**src/rtl/ecc_76_enc_fault_detc_pkg.sv**
```systemverilog
// ----------------------------------------------------------------------------
// ecc_76_enc_fault_detc_pkg
// Shared definitions for the lockstep SECDED encoder:
//   - default widths (data, check bits, fault counter)
//   - error-injection mode encodings
//   - injection FSM state encoding
//   - hamming_pos(): codeword position of a data bit in the Hamming layout
// ----------------------------------------------------------------------------
package ecc_76_enc_fault_detc_pkg;

    localparam int DATA_WIDTH_DEF   = 76;
    localparam int PARITY_WIDTH_DEF = 8;   // 7 Hamming bits + 1 overall parity
    localparam int CNT_WIDTH_DEF    = 8;

    typedef enum logic [1:0] {
        INJ_NONE   = 2'b00,
        INJ_SINGLE = 2'b01,   // flip data bit 0
        INJ_DOUBLE = 2'b10,   // flip data bits 0 and 1
        INJ_RSVD   = 2'b11    // behaves like INJ_NONE
    } inj_mode_e;

    typedef enum logic {
        ST_IDLE  = 1'b0,
        ST_ARMED = 1'b1
    } inj_state_e;

    // Codeword layout shared with the ecc_76_cal decoder: positions are
    // numbered from 1, check bit k sits at position 2**k, and data bits fill
    // the remaining positions in ascending order (data bit 0 -> position 3).
    // Only evaluated at elaboration time.
    function automatic int unsigned hamming_pos(input int unsigned idx);
        int unsigned cnt;
        int unsigned pos;
        cnt = 0;
        pos = 0;
        for (int unsigned p = 3; p < 256; p++) begin
            if ((p & (p - 1)) != 0) begin
                if ((cnt == idx) && (pos == 0)) begin
                    pos = p;
                end
                cnt = cnt + 1;
            end
        end
        return pos;
    endfunction

endpackage

```
**src/rtl/ecc_76_enc.sv**
```systemverilog
// ----------------------------------------------------------------------------
// ecc_76_enc
// Combinational SECDED check-bit generator.
// Ports:
//   data_i    [DATA_WIDTH]   data word to protect
//   bypass_i                 1 -> parity_o forced to zero
//   parity_o  [PARITY_WIDTH] {overall parity, Hamming bits [PARITY_WIDTH-2:0]}
// Hamming bit k is the XOR of all data bits whose codeword position has bit k
// set; the overall bit makes the XOR over data + Hamming bits even.
// ----------------------------------------------------------------------------
module ecc_76_enc
    import ecc_76_enc_fault_detc_pkg::*;
#(
    parameter int DATA_WIDTH   = DATA_WIDTH_DEF,
    parameter int PARITY_WIDTH = PARITY_WIDTH_DEF
) (
    input  logic [DATA_WIDTH-1:0]   data_i,
    input  logic                    bypass_i,
    output logic [PARITY_WIDTH-1:0] parity_o
);

    localparam int HW = PARITY_WIDTH - 1;

    logic [HW-1:0] contrib [DATA_WIDTH];
    logic [HW-1:0] ham;

    // Each set data bit contributes its codeword position to the syndrome.
    for (genvar d = 0; d < DATA_WIDTH; d++) begin : g_pos
        localparam int unsigned POS = hamming_pos(d);
        localparam logic [HW-1:0] POS_V = HW'(POS);
        assign contrib[d] = data_i[d] ? POS_V : '0;
    end

    always_comb begin
        ham = '0;
        for (int d = 0; d < DATA_WIDTH; d++) begin
            ham = ham ^ contrib[d];
        end
        parity_o = '0;
        if (!bypass_i) begin
            parity_o = {(^data_i) ^ (^ham), ham};
        end
    end

endmodule

```
**src/rtl/ecc_76_enc_fault_detc.sv**
```systemverilog
// ----------------------------------------------------------------------------
// ecc_76_enc_fault_detc
// Registered SECDED encoder with lockstep fault detection and one-shot error
// injection.
// Ports:
//   clk, rst                 clock, synchronous active-high reset
//   s_valid/s_ready/s_data   upstream beat
//   m_valid/m_ready          downstream handshake
//   m_data                   data (possibly with injected flips)
//   m_parity                 check bits from encoder instance 0
//   m_ecc_fault              lockstep mismatch seen when this beat was accepted
//   bypass                   zero the check bits
//   ecc_fault_detc_en        enable lockstep comparison
//   fault_sticky, fault_cnt  fault status (sticky flag, saturating count)
//   fault_clr                clear fault status
//   inj_arm, inj_mode        arm one-shot injection with the given mode
//   inj_armed, inj_done      injection pending / applied pulse
// ----------------------------------------------------------------------------
module ecc_76_enc_fault_detc
    import ecc_76_enc_fault_detc_pkg::*;
#(
    parameter int DATA_WIDTH   = DATA_WIDTH_DEF,
    parameter int PARITY_WIDTH = PARITY_WIDTH_DEF,
    parameter int CNT_WIDTH    = CNT_WIDTH_DEF
) (
    input  logic                    clk,
    input  logic                    rst,
    input  logic                    s_valid,
    output logic                    s_ready,
    input  logic [DATA_WIDTH-1:0]   s_data,
    output logic                    m_valid,
    input  logic                    m_ready,
    output logic [DATA_WIDTH-1:0]   m_data,
    output logic [PARITY_WIDTH-1:0] m_parity,
    output logic                    m_ecc_fault,
    input  logic                    bypass,
    input  logic                    ecc_fault_detc_en,
    output logic                    fault_sticky,
    output logic [CNT_WIDTH-1:0]    fault_cnt,
    input  logic                    fault_clr,
    input  logic                    inj_arm,
    input  logic [1:0]              inj_mode,
    output logic                    inj_armed,
    output logic                    inj_done
);

    localparam logic [CNT_WIDTH-1:0] CNT_MAX = '1;

    // Handshake: a beat transfers on any rising edge where valid & ready are
    // both high; valid never waits on ready, and m_* stays frozen while
    // m_valid & ~m_ready. The output stage is one register deep and refills
    // in the same cycle it drains, so s_ready = ~m_valid | m_ready.

    // ---------------- lockstep encoders ----------------
    (* keep = "true", dont_touch = "true" *) logic [PARITY_WIDTH-1:0] enc0_parity;
    (* keep = "true", dont_touch = "true" *) logic [PARITY_WIDTH-1:0] enc1_parity;

    (* keep = "true", dont_touch = "true" *)
    ecc_76_enc #(
        .DATA_WIDTH  (DATA_WIDTH),
        .PARITY_WIDTH(PARITY_WIDTH)
    ) u_enc0 (
        .data_i  (s_data),
        .bypass_i(bypass),
        .parity_o(enc0_parity)
    );

    (* keep = "true", dont_touch = "true" *)
    ecc_76_enc #(
        .DATA_WIDTH  (DATA_WIDTH),
        .PARITY_WIDTH(PARITY_WIDTH)
    ) u_enc1 (
        .data_i  (s_data),
        .bypass_i(bypass),
        .parity_o(enc1_parity)
    );

    // ---------------- state ----------------
    logic                    m_valid_q,    m_valid_d;
    logic [DATA_WIDTH-1:0]   m_data_q,     m_data_d;
    logic [PARITY_WIDTH-1:0] m_parity_q,   m_parity_d;
    logic                    m_fault_q,    m_fault_d;
    logic                    sticky_q,     sticky_d;
    logic [CNT_WIDTH-1:0]    cnt_q,        cnt_d;
    logic                    inj_done_q,   inj_done_d;
    inj_state_e              state_q,      state_d;
    logic [1:0]              inj_mode_q,   inj_mode_d;

    logic                    accept;
    logic                    mismatch;
    logic                    fault_now;
    logic [CNT_WIDTH-1:0]    cnt_base;
    logic [DATA_WIDTH-1:0]   inj_mask;

    assign s_ready     = ~m_valid_q | m_ready;
    assign accept      = s_valid & s_ready;
    assign mismatch    = (enc0_parity != enc1_parity);
    assign fault_now   = accept & ecc_fault_detc_en & mismatch;

    assign m_valid      = m_valid_q;
    assign m_data       = m_data_q;
    assign m_parity     = m_parity_q;
    assign m_ecc_fault  = m_fault_q;
    assign fault_sticky = sticky_q;
    assign fault_cnt    = cnt_q;
    assign inj_done     = inj_done_q;

    // ---------------- injection FSM: state register ----------------
    always_ff @(posedge clk) begin
        if (rst) begin
            state_q    <= ST_IDLE;
            inj_mode_q <= INJ_NONE;
        end else begin
            state_q    <= state_d;
            inj_mode_q <= inj_mode_d;
        end
    end

    // ---------------- injection FSM: next state ----------------
    // The mode is captured at arm time so later inj_mode changes do not
    // affect a pending injection.
    always_comb begin
        state_d    = state_q;
        inj_mode_d = inj_mode_q;
        case (state_q)
            ST_IDLE: begin
                if (inj_arm && ((inj_mode == INJ_SINGLE) || (inj_mode == INJ_DOUBLE))) begin
                    state_d    = ST_ARMED;
                    inj_mode_d = inj_mode;
                end
            end
            ST_ARMED: begin
                if (accept) begin
                    state_d = ST_IDLE;
                end
            end
            default: state_d = ST_IDLE;
        endcase
    end

    // ---------------- injection FSM: outputs ----------------
    always_comb begin
        inj_armed = (state_q == ST_ARMED);
        inj_mask  = '0;
        if (state_q == ST_ARMED) begin
            inj_mask = (inj_mode_q == INJ_DOUBLE) ? DATA_WIDTH'(3) : DATA_WIDTH'(1);
        end
    end

    // ---------------- datapath / fault status next state ----------------
    always_comb begin
        m_valid_d  = m_valid_q;
        m_data_d   = m_data_q;
        m_parity_d = m_parity_q;
        m_fault_d  = m_fault_q;
        inj_done_d = accept & inj_armed;

        if (accept) begin
            m_valid_d  = 1'b1;
            // Parity is taken from the clean data; only m_data sees the flip.
            m_data_d   = s_data ^ inj_mask;
            m_parity_d = enc0_parity;
            m_fault_d  = fault_now;
        end else if (m_ready) begin
            m_valid_d  = 1'b0;
        end

        // Clear beats a simultaneous fault for the sticky flag, while the
        // counter clears first and then still counts the coincident fault.
        sticky_d = sticky_q;
        if (fault_clr) begin
            sticky_d = 1'b0;
        end else if (fault_now) begin
            sticky_d = 1'b1;
        end

        cnt_base = fault_clr ? '0 : cnt_q;
        cnt_d    = cnt_base;
        if (fault_now && (cnt_base != CNT_MAX)) begin
            cnt_d = cnt_base + 1'b1;
        end
    end

    always_ff @(posedge clk) begin
        if (rst) begin
            m_valid_q  <= 1'b0;
            m_fault_q  <= 1'b0;
            sticky_q   <= 1'b0;
            cnt_q      <= '0;
            inj_done_q <= 1'b0;
        end else begin
            m_valid_q  <= m_valid_d;
            m_fault_q  <= m_fault_d;
            sticky_q   <= sticky_d;
            cnt_q      <= cnt_d;
            inj_done_q <= inj_done_d;
        end
    end

    // Payload registers carry no reset; m_valid qualifies them.
    always_ff @(posedge clk) begin
        m_data_q   <= m_data_d;
        m_parity_q <= m_parity_d;
    end

endmodule

```
**config.mk**
```make
export PLATFORM = sky130hd
export DESIGN_NAME = ecc_76_enc_fault_detc
export DESIGN_NICKNAME = d
export VERILOG_FILES = /design/src/rtl/ecc_76_enc_fault_detc_pkg.sv /design/src/rtl/ecc_76_enc.sv /design/src/rtl/ecc_76_enc_fault_detc.sv
export SDC_FILE = /design/constraint.sdc
export NUM_CORES = 1
export LEC_CHECK = 0
export BUFFER_PORTS_ARGS = -buffer_cell sky130_fd_sc_hd__buf_2
export CAP_MARGIN = 20
export CORE_UTILIZATION = 44
export DETAILED_ROUTE_END_ITERATION = 16
export GPL_TIMING_DRIVEN = 0
export MAX_ROUTING_LAYER = met4
export PLACE_DENSITY = 0.78
export SLEW_MARGIN = 10
export SYNTH_ARGS = -nofsm -noshare
export SYNTH_HDL_FRONTEND = slang
export SYNTH_SLANG_ARGS = --single-unit
```
**constraint.sdc**
```tcl
create_clock -name clk -period 2.95 [get_ports clk]
set_clock_uncertainty 0.15 [all_clocks]
set_input_delay 0.59 -clock clk [delete_from_list [all_inputs] [get_ports clk]]
set_output_delay 0.59 -clock clk [all_outputs]
set_load 0.1 [all_outputs]
```
==> run metrics, run 1 <==
fin cells=600; Avg Cell Area, Syn=approximately 16 sq um; worst skew pair latency=between 0.3 and 0.4 ns; commonest non-fill, non-tap cell in the layout=buf_2; WL/cell=15.54 um; htree depth=3; WP depth=8; critical path peak fanout=3; Layout fillers=808; Core Region=just under 0.01 sq mm; Crit path largest cell delay=between 0.4 and 0.5 ns; pre-CTS setup slack=-0.3672 ns; maximum vdd drop=0.0006919 V; final-stage net count=548; synthesis-to-finish area growth=30.70%; Worst setup EP type=flop; initial antenna violation count=0; clock sink count=89; Finish-stage setup viols=0; die span in y=between 100 and 150 um; Worst-path clk slew=0.09 ns; first-pass GRT wire length=13510 um; CP cell instances=buf_2 -> xor2_2 -> xnor2_2 -> xor3_1 -> xnor2_1 -> xnor3_1 -> xnor3_1 -> nor2_1; total track usage=0.1861; final critical-path required period=roughly 2.8 ns; worst min-delay path startpoint=s_data[45]; Power Dens Cells=~900 mW/mm^2; clock tree root driver cell=clkbuf_8; Setup crit start kind=input port; placed insts=583; hpwl dp=7293 um; worst r2r src=m_valid$_SDFFE_PP0P_; Most common cell on crit path=xnor3_1; Critical Path Sink=m_parity[7]$_SDFFCE_PP0P_; Vias=between 2000 and 3000; final setup margin=between 0.15 and 0.2 ns; leak pwr=approximately 0.0025 uW; final WL=about 9300 um; total power=around 5000 uW; Syn Std Cell Area=0.004402 sq mm; residual DRC count=0; CP required=slightly above 3 ns; TritonCTS Buffers=9; setup repair after global routing missed its margin=no; r2r endpoint=m_data[31]$_DFFE_PP_; R2R setup slack=about 1.5 ns; Initial Util=0.4524; Max Buffers Root-to-Sink=2; Synth Warn #=0; number of global-route vias before repair=roughly 2700; PortBufs=between 150 and 200; routability cong.=~0.80; Horiz. Die Dim=approximately 100 um; DRT iter0 DRCs=between 70 and 80; TNS Setup=0 ns; Max Cap Viol=0; die area=between 0.01 and 0.015 sq mm; Rows=36; vias per inst=~4.5; worst hold path type=input port to flop; Ports=184; Pins Over Slew Limit=0; diode count=0; Post-CTS Hold Buffers=0; Largest delay share family, worst path=XOR/XNOR gates; final hold violation count=0; layout cells sized above 1=0.4390; commonest non-fill, non-tap cells in the layout=171 x buf_2, 92 x xnor2_1, 84 x edfxtp_1; CTS tree=yes; reg2reg path depth=4; Buf/Inv on CP=1; Max Freq=approximately 360 MHz; Arr. time, crit path=2.84 ns; Crit-path slowest cell=xor3_1; status=finished clean; detailed-router iteration count before antenna repair=4; grt total ovfl=0; largest net degree at the start of global routing=46; CP Class=input port to flop; CP startpoint=s_data[70]; Final Cycle Share=0.9381; ANT nets after route=0; Mapped Cells=around 270
[metrics by stage]
stage | hold slack (ns) | instance area [sq um] | util
detailed placement | 0.3242 | 5513 | 0.5666
global route | 0.2616 | 5753 | 0.5913
finish | 0.2801 | 5753 | 0.5913
global placement | 0.3085 | 5473 | 0.5625
floorplan | 0.2904 | 4451 | -
CTS | 0.2581 | 5723 | 0.5882
[flip-flops by register name, summed over array words and instances (netlist names)]
register	count
inj_mode_q	2
inj_armed	1
m_data	76
m_valid	1
m_parity	8
inj_done	1
[metal layers]
layer  vias to the layer above  routed length, um  GRT usage  part of all wire
li1                       1298                  -          -                 -
met1                      1287               3921     0.2198              0.42
met2                       106               4697     0.3098              0.50
met3                         8                577    0.04309             0.062
met4                         0                129    0.07033             0.014
met5                         -                  0          -                 0
[where the power goes]
group / total (uW) / internal, uW / switching [uW]
clock: 895 / 473 / 421
sequential: 1590 / 1560 / 31.0
combinational: 2660 / 1100 / 1560
total: 5150 / 3140 / 2010
[worst min path at each step]
stage                                       endpoint  cells past startpoint  slack, ns
after floorplan           inj_mode_q[1]$_SDFFE_PP0P_                      2       0.29
after global placement    inj_mode_q[1]$_SDFFE_PP0P_                      2       0.31
after detailed placement  inj_mode_q[1]$_SDFFE_PP0P_                      2       0.32
after CTS                       m_data[45]$_DFFE_PP_                      1       0.26
after global routing            m_data[12]$_DFFE_PP_                      1       0.26
final                           m_data[45]$_DFFE_PP_                      1       0.28
[final cells by class]
class,instances,area (sq um),share of cell area
plain buffers,11,78.83,0.01370
multi-input cells,174,1753,0.3047
clock inverters,6,82.58,0.01435
well taps,133,166.4,0.02893
clock buffers,10,127.6,0.02218
flip-flops and latches,89,2626,0.4565
repair buffers,174,903.4,0.1570
inverters,3,15.01,0.002610
[worst reg2reg max path: stages, from the launching register on]
cell        delay, ns
dfxtp_4          0.36
nand2b_4         0.06
nand2_1          0.11
clkinvlp_4       0.15
buf_12           0.25
[timing repair]
item / 4_1_cts / 5_1_grt
setup endpoints to repair: 0 / 1
setup buffers: 0 / 1
gates resized for setup: 0 / 3
Note: power is estimated with default switching activity, not from simulation.
==> run 2, diff against run 1 <==
--- a/config.mk
+++ b/config.mk
@@ -9,7 +9,6 @@
 export CAP_MARGIN = 20
 export CORE_UTILIZATION = 44
 export DETAILED_ROUTE_END_ITERATION = 16
-export GPL_TIMING_DRIVEN = 0
 export MAX_ROUTING_LAYER = met4
 export PLACE_DENSITY = 0.78
 export SLEW_MARGIN = 10
==> constraint.sdc (replaced) <==
create_clock -name clk -period 2.95 [get_ports clk]
set_clock_uncertainty 0.15 [all_clocks]
set_input_delay 0.59 -clock clk [delete_from_list [all_inputs] [get_ports clk]]
set_output_delay 0.59 -clock clk [all_outputs]
set_load 0.005 [all_outputs]
==> run 2 against run 1 <==
Net effect:
- sequential cell count did not move
- clock-buffer cell count is 1 lower
- critical path type unchanged
- sequential power about the same
- highest routed layer unchanged
- combinational power fell by 27%
- power is 12% lower
- fmax decreased by 2.0%
- worst setup slack got worse by 0.057 ns
- cell count rose by 5.0%
- largest power group unchanged
==> run metrics, run 2 (synthesis gave the netlist of run 1 again) <==
status=finished clean (unchanged); final setup margin=0.1253 ns (was 0.1827 ns); final-stage net count=578 (was 548); clock sink count=89 (unchanged); Max Cap Viol=0 (unchanged); leak pwr=0.002610 uW (was 0.002485 uW); Rows=36 (unchanged); first-pass GRT wire length=14320 um (was 13510 um); clock tree root driver cell=clkbuf_8 (unchanged); detailed-router iteration count before antenna repair=4 (unchanged); postcts setup bufs=0 (unchanged); post-cts sizing count=0 (unchanged); commonest non-fill, non-tap cell in the layout=buf_2 (unchanged); critical path peak fanout=2 (was 3); max reg flops=76 (unchanged); ANT nets after route=0 (unchanged); Post-CTS Hold Buffers=0 (unchanged); Vias=2858 (was 2699); Core Region=0.009729 sq mm (unchanged); Max Buffers Root-to-Sink=2 (unchanged); Final Util=0.6128 (was 0.5913); total power=4547 uW (was 5152 uW); CP startpoint=s_data[6] (was s_data[70]); diode count=0 (unchanged); final WL=9787 um (was 9325 um); CP required=3.02 ns (about the same); TritonCTS Buffers=9 (unchanged); residual DRC count=0 (unchanged); die area=0.01041 sq mm (unchanged); grt total ovfl=0 (unchanged); Ports=184 (unchanged); commonest non-fill, non-tap cells in the layout=171 x buf_2, 93 x xnor2_1, 84 x edfxtp_1 (was 171 x buf_2, 92 x xnor2_1, 84 x edfxtp_1); setup repair after global routing missed its margin=no (unchanged); htree depth=3 (unchanged); worst min-delay path startpoint=s_data[49] (was s_data[45]); CP Class=input port to flop (unchanged); Pins Over Slew Limit=0 (unchanged); worst r2r src=m_valid$_SDFFE_PP0P_ (unchanged); Worst-Margin Slew=~0.65 ns; worst skew pair latency=0.35 ns (about the same); Finish-stage setup viols=0 (unchanged); Horiz. Die Dim=102.0 um (unchanged); final critical-path required period=2.825 ns (was 2.767 ns); Max Freq=354.0 MHz (was 361.4 MHz); DRT iter0 DRCs=62 (was 75); Worst slew margin=0.5652; PortBufs=171 (unchanged); number of global-route vias before repair=2874 (was 2670); Power Dens Cells=762.7 mW/mm^2 (was 895.5 mW/mm^2); placed insts=614 (was 583); fin cells=630 (was 600); CTS tree=yes (unchanged); initial antenna violation count=0 (unchanged); Setup crit start kind=input port (unchanged); total track usage=0.1979 (was 0.1861); worst hold path type=input port to flop (unchanged); die span in y=102.0 um (unchanged); Worst-path clk slew=0.09 ns (about the same); WL/cell=15.53 um (was 15.54 um); vias per inst=4.537 (was 4.498); pre-CTS setup slack=-0.2450 ns (was -0.3672 ns); largest net degree at the start of global routing=51 (was 46); Worst setup EP type=flop (unchanged); final hold violation count=0 (unchanged); Arr. time, crit path=2.89 ns (was 2.84 ns); Final Cycle Share=0.9575 (was 0.9381); Hold Slack=0.2754 ns (was 0.2801 ns); synthesis-to-finish area growth=35.45% (was 30.70%); routability cong.=0.8295 (was 0.8015); layout cells sized above 1=0.4688 (was 0.4390); hpwl dp=7745 um (was 7293 um); Initial Util=0.4524 (unchanged); maximum vdd drop=0.0006075 V (was 0.0006919 V)
-- run 2: cell types whose count changed in the layout (fill, tap and decap cells not counted), moves of 2 or more --
cell | previous run | this run
buf_12 | 2 | 0
buf_4 | 11 | 44
clkbuf_1 | 2 | 0
clkinv_2 | 2 | 0
clkinvlp_4 | 1 | 3
-- run 2: report_power, final --
part | switching [uW] | internal, uW | leakage (uW)
Clock | 444 | 563 | 0.000114
Combinational | 719 | 1230 | 0.00164
Sequential | 30.2 | 1560 | 0.000856
Total | 1190 | 3350 | 0.00261
-- run 2: path summary, 6_finish.rpt --
check / endpoint / slack (ns) / cells past startpoint
setup / recovery: m_parity[7]$_SDFFCE_PP0P_ / 0.13 / 8
hold / removal: m_data[49]$_DFFE_PP_ / 0.28 / 1
setup reg to reg: m_data[39]$_DFFE_PP_ / 1.24 / 4
hold reg to reg: inj_mode_q[1]$_SDFFE_PP0P_ / 0.33 / 2
-- run 2: worst max-delay path, cell delays in order --
cell     delay (ns)
buf_2          0.11
xnor2_1        0.32
xnor3_1        0.40
xnor3_1        0.37
xnor3_1        0.42
xnor3_1        0.24
xnor3_1        0.34
nor2_1         0.10
-- run 2: per-stage QoR --
step,setup TNS [ns],cell area (sq um)
floorplan,0,4439
global placement,-0.1379,5713
detailed placement,-0.2450,5713
CTS,0,5954
global route,0,5962
finish,0,5962
-- run 2: area by class of cell --
class	instances	area, sq um
fill	788	3767
sequential	89	2623
multi-input combinational	174	1730
clock buffer	9	123.9
clock inverter	7	117.6
inverter	3	15.01
timing repair buffer	215	1186
tap	133	166.4
-- run 2: routing by layer --
layer  wire (um)  up-vias  GRT usage  part of all wire
li1            -     1356          -                 -
met1        4049     1375     0.2269              0.41
met2        5031      112     0.3356              0.51
met3         494       15    0.04514             0.050
met4         211        0    0.08022             0.022
met5           0        -          -                 0
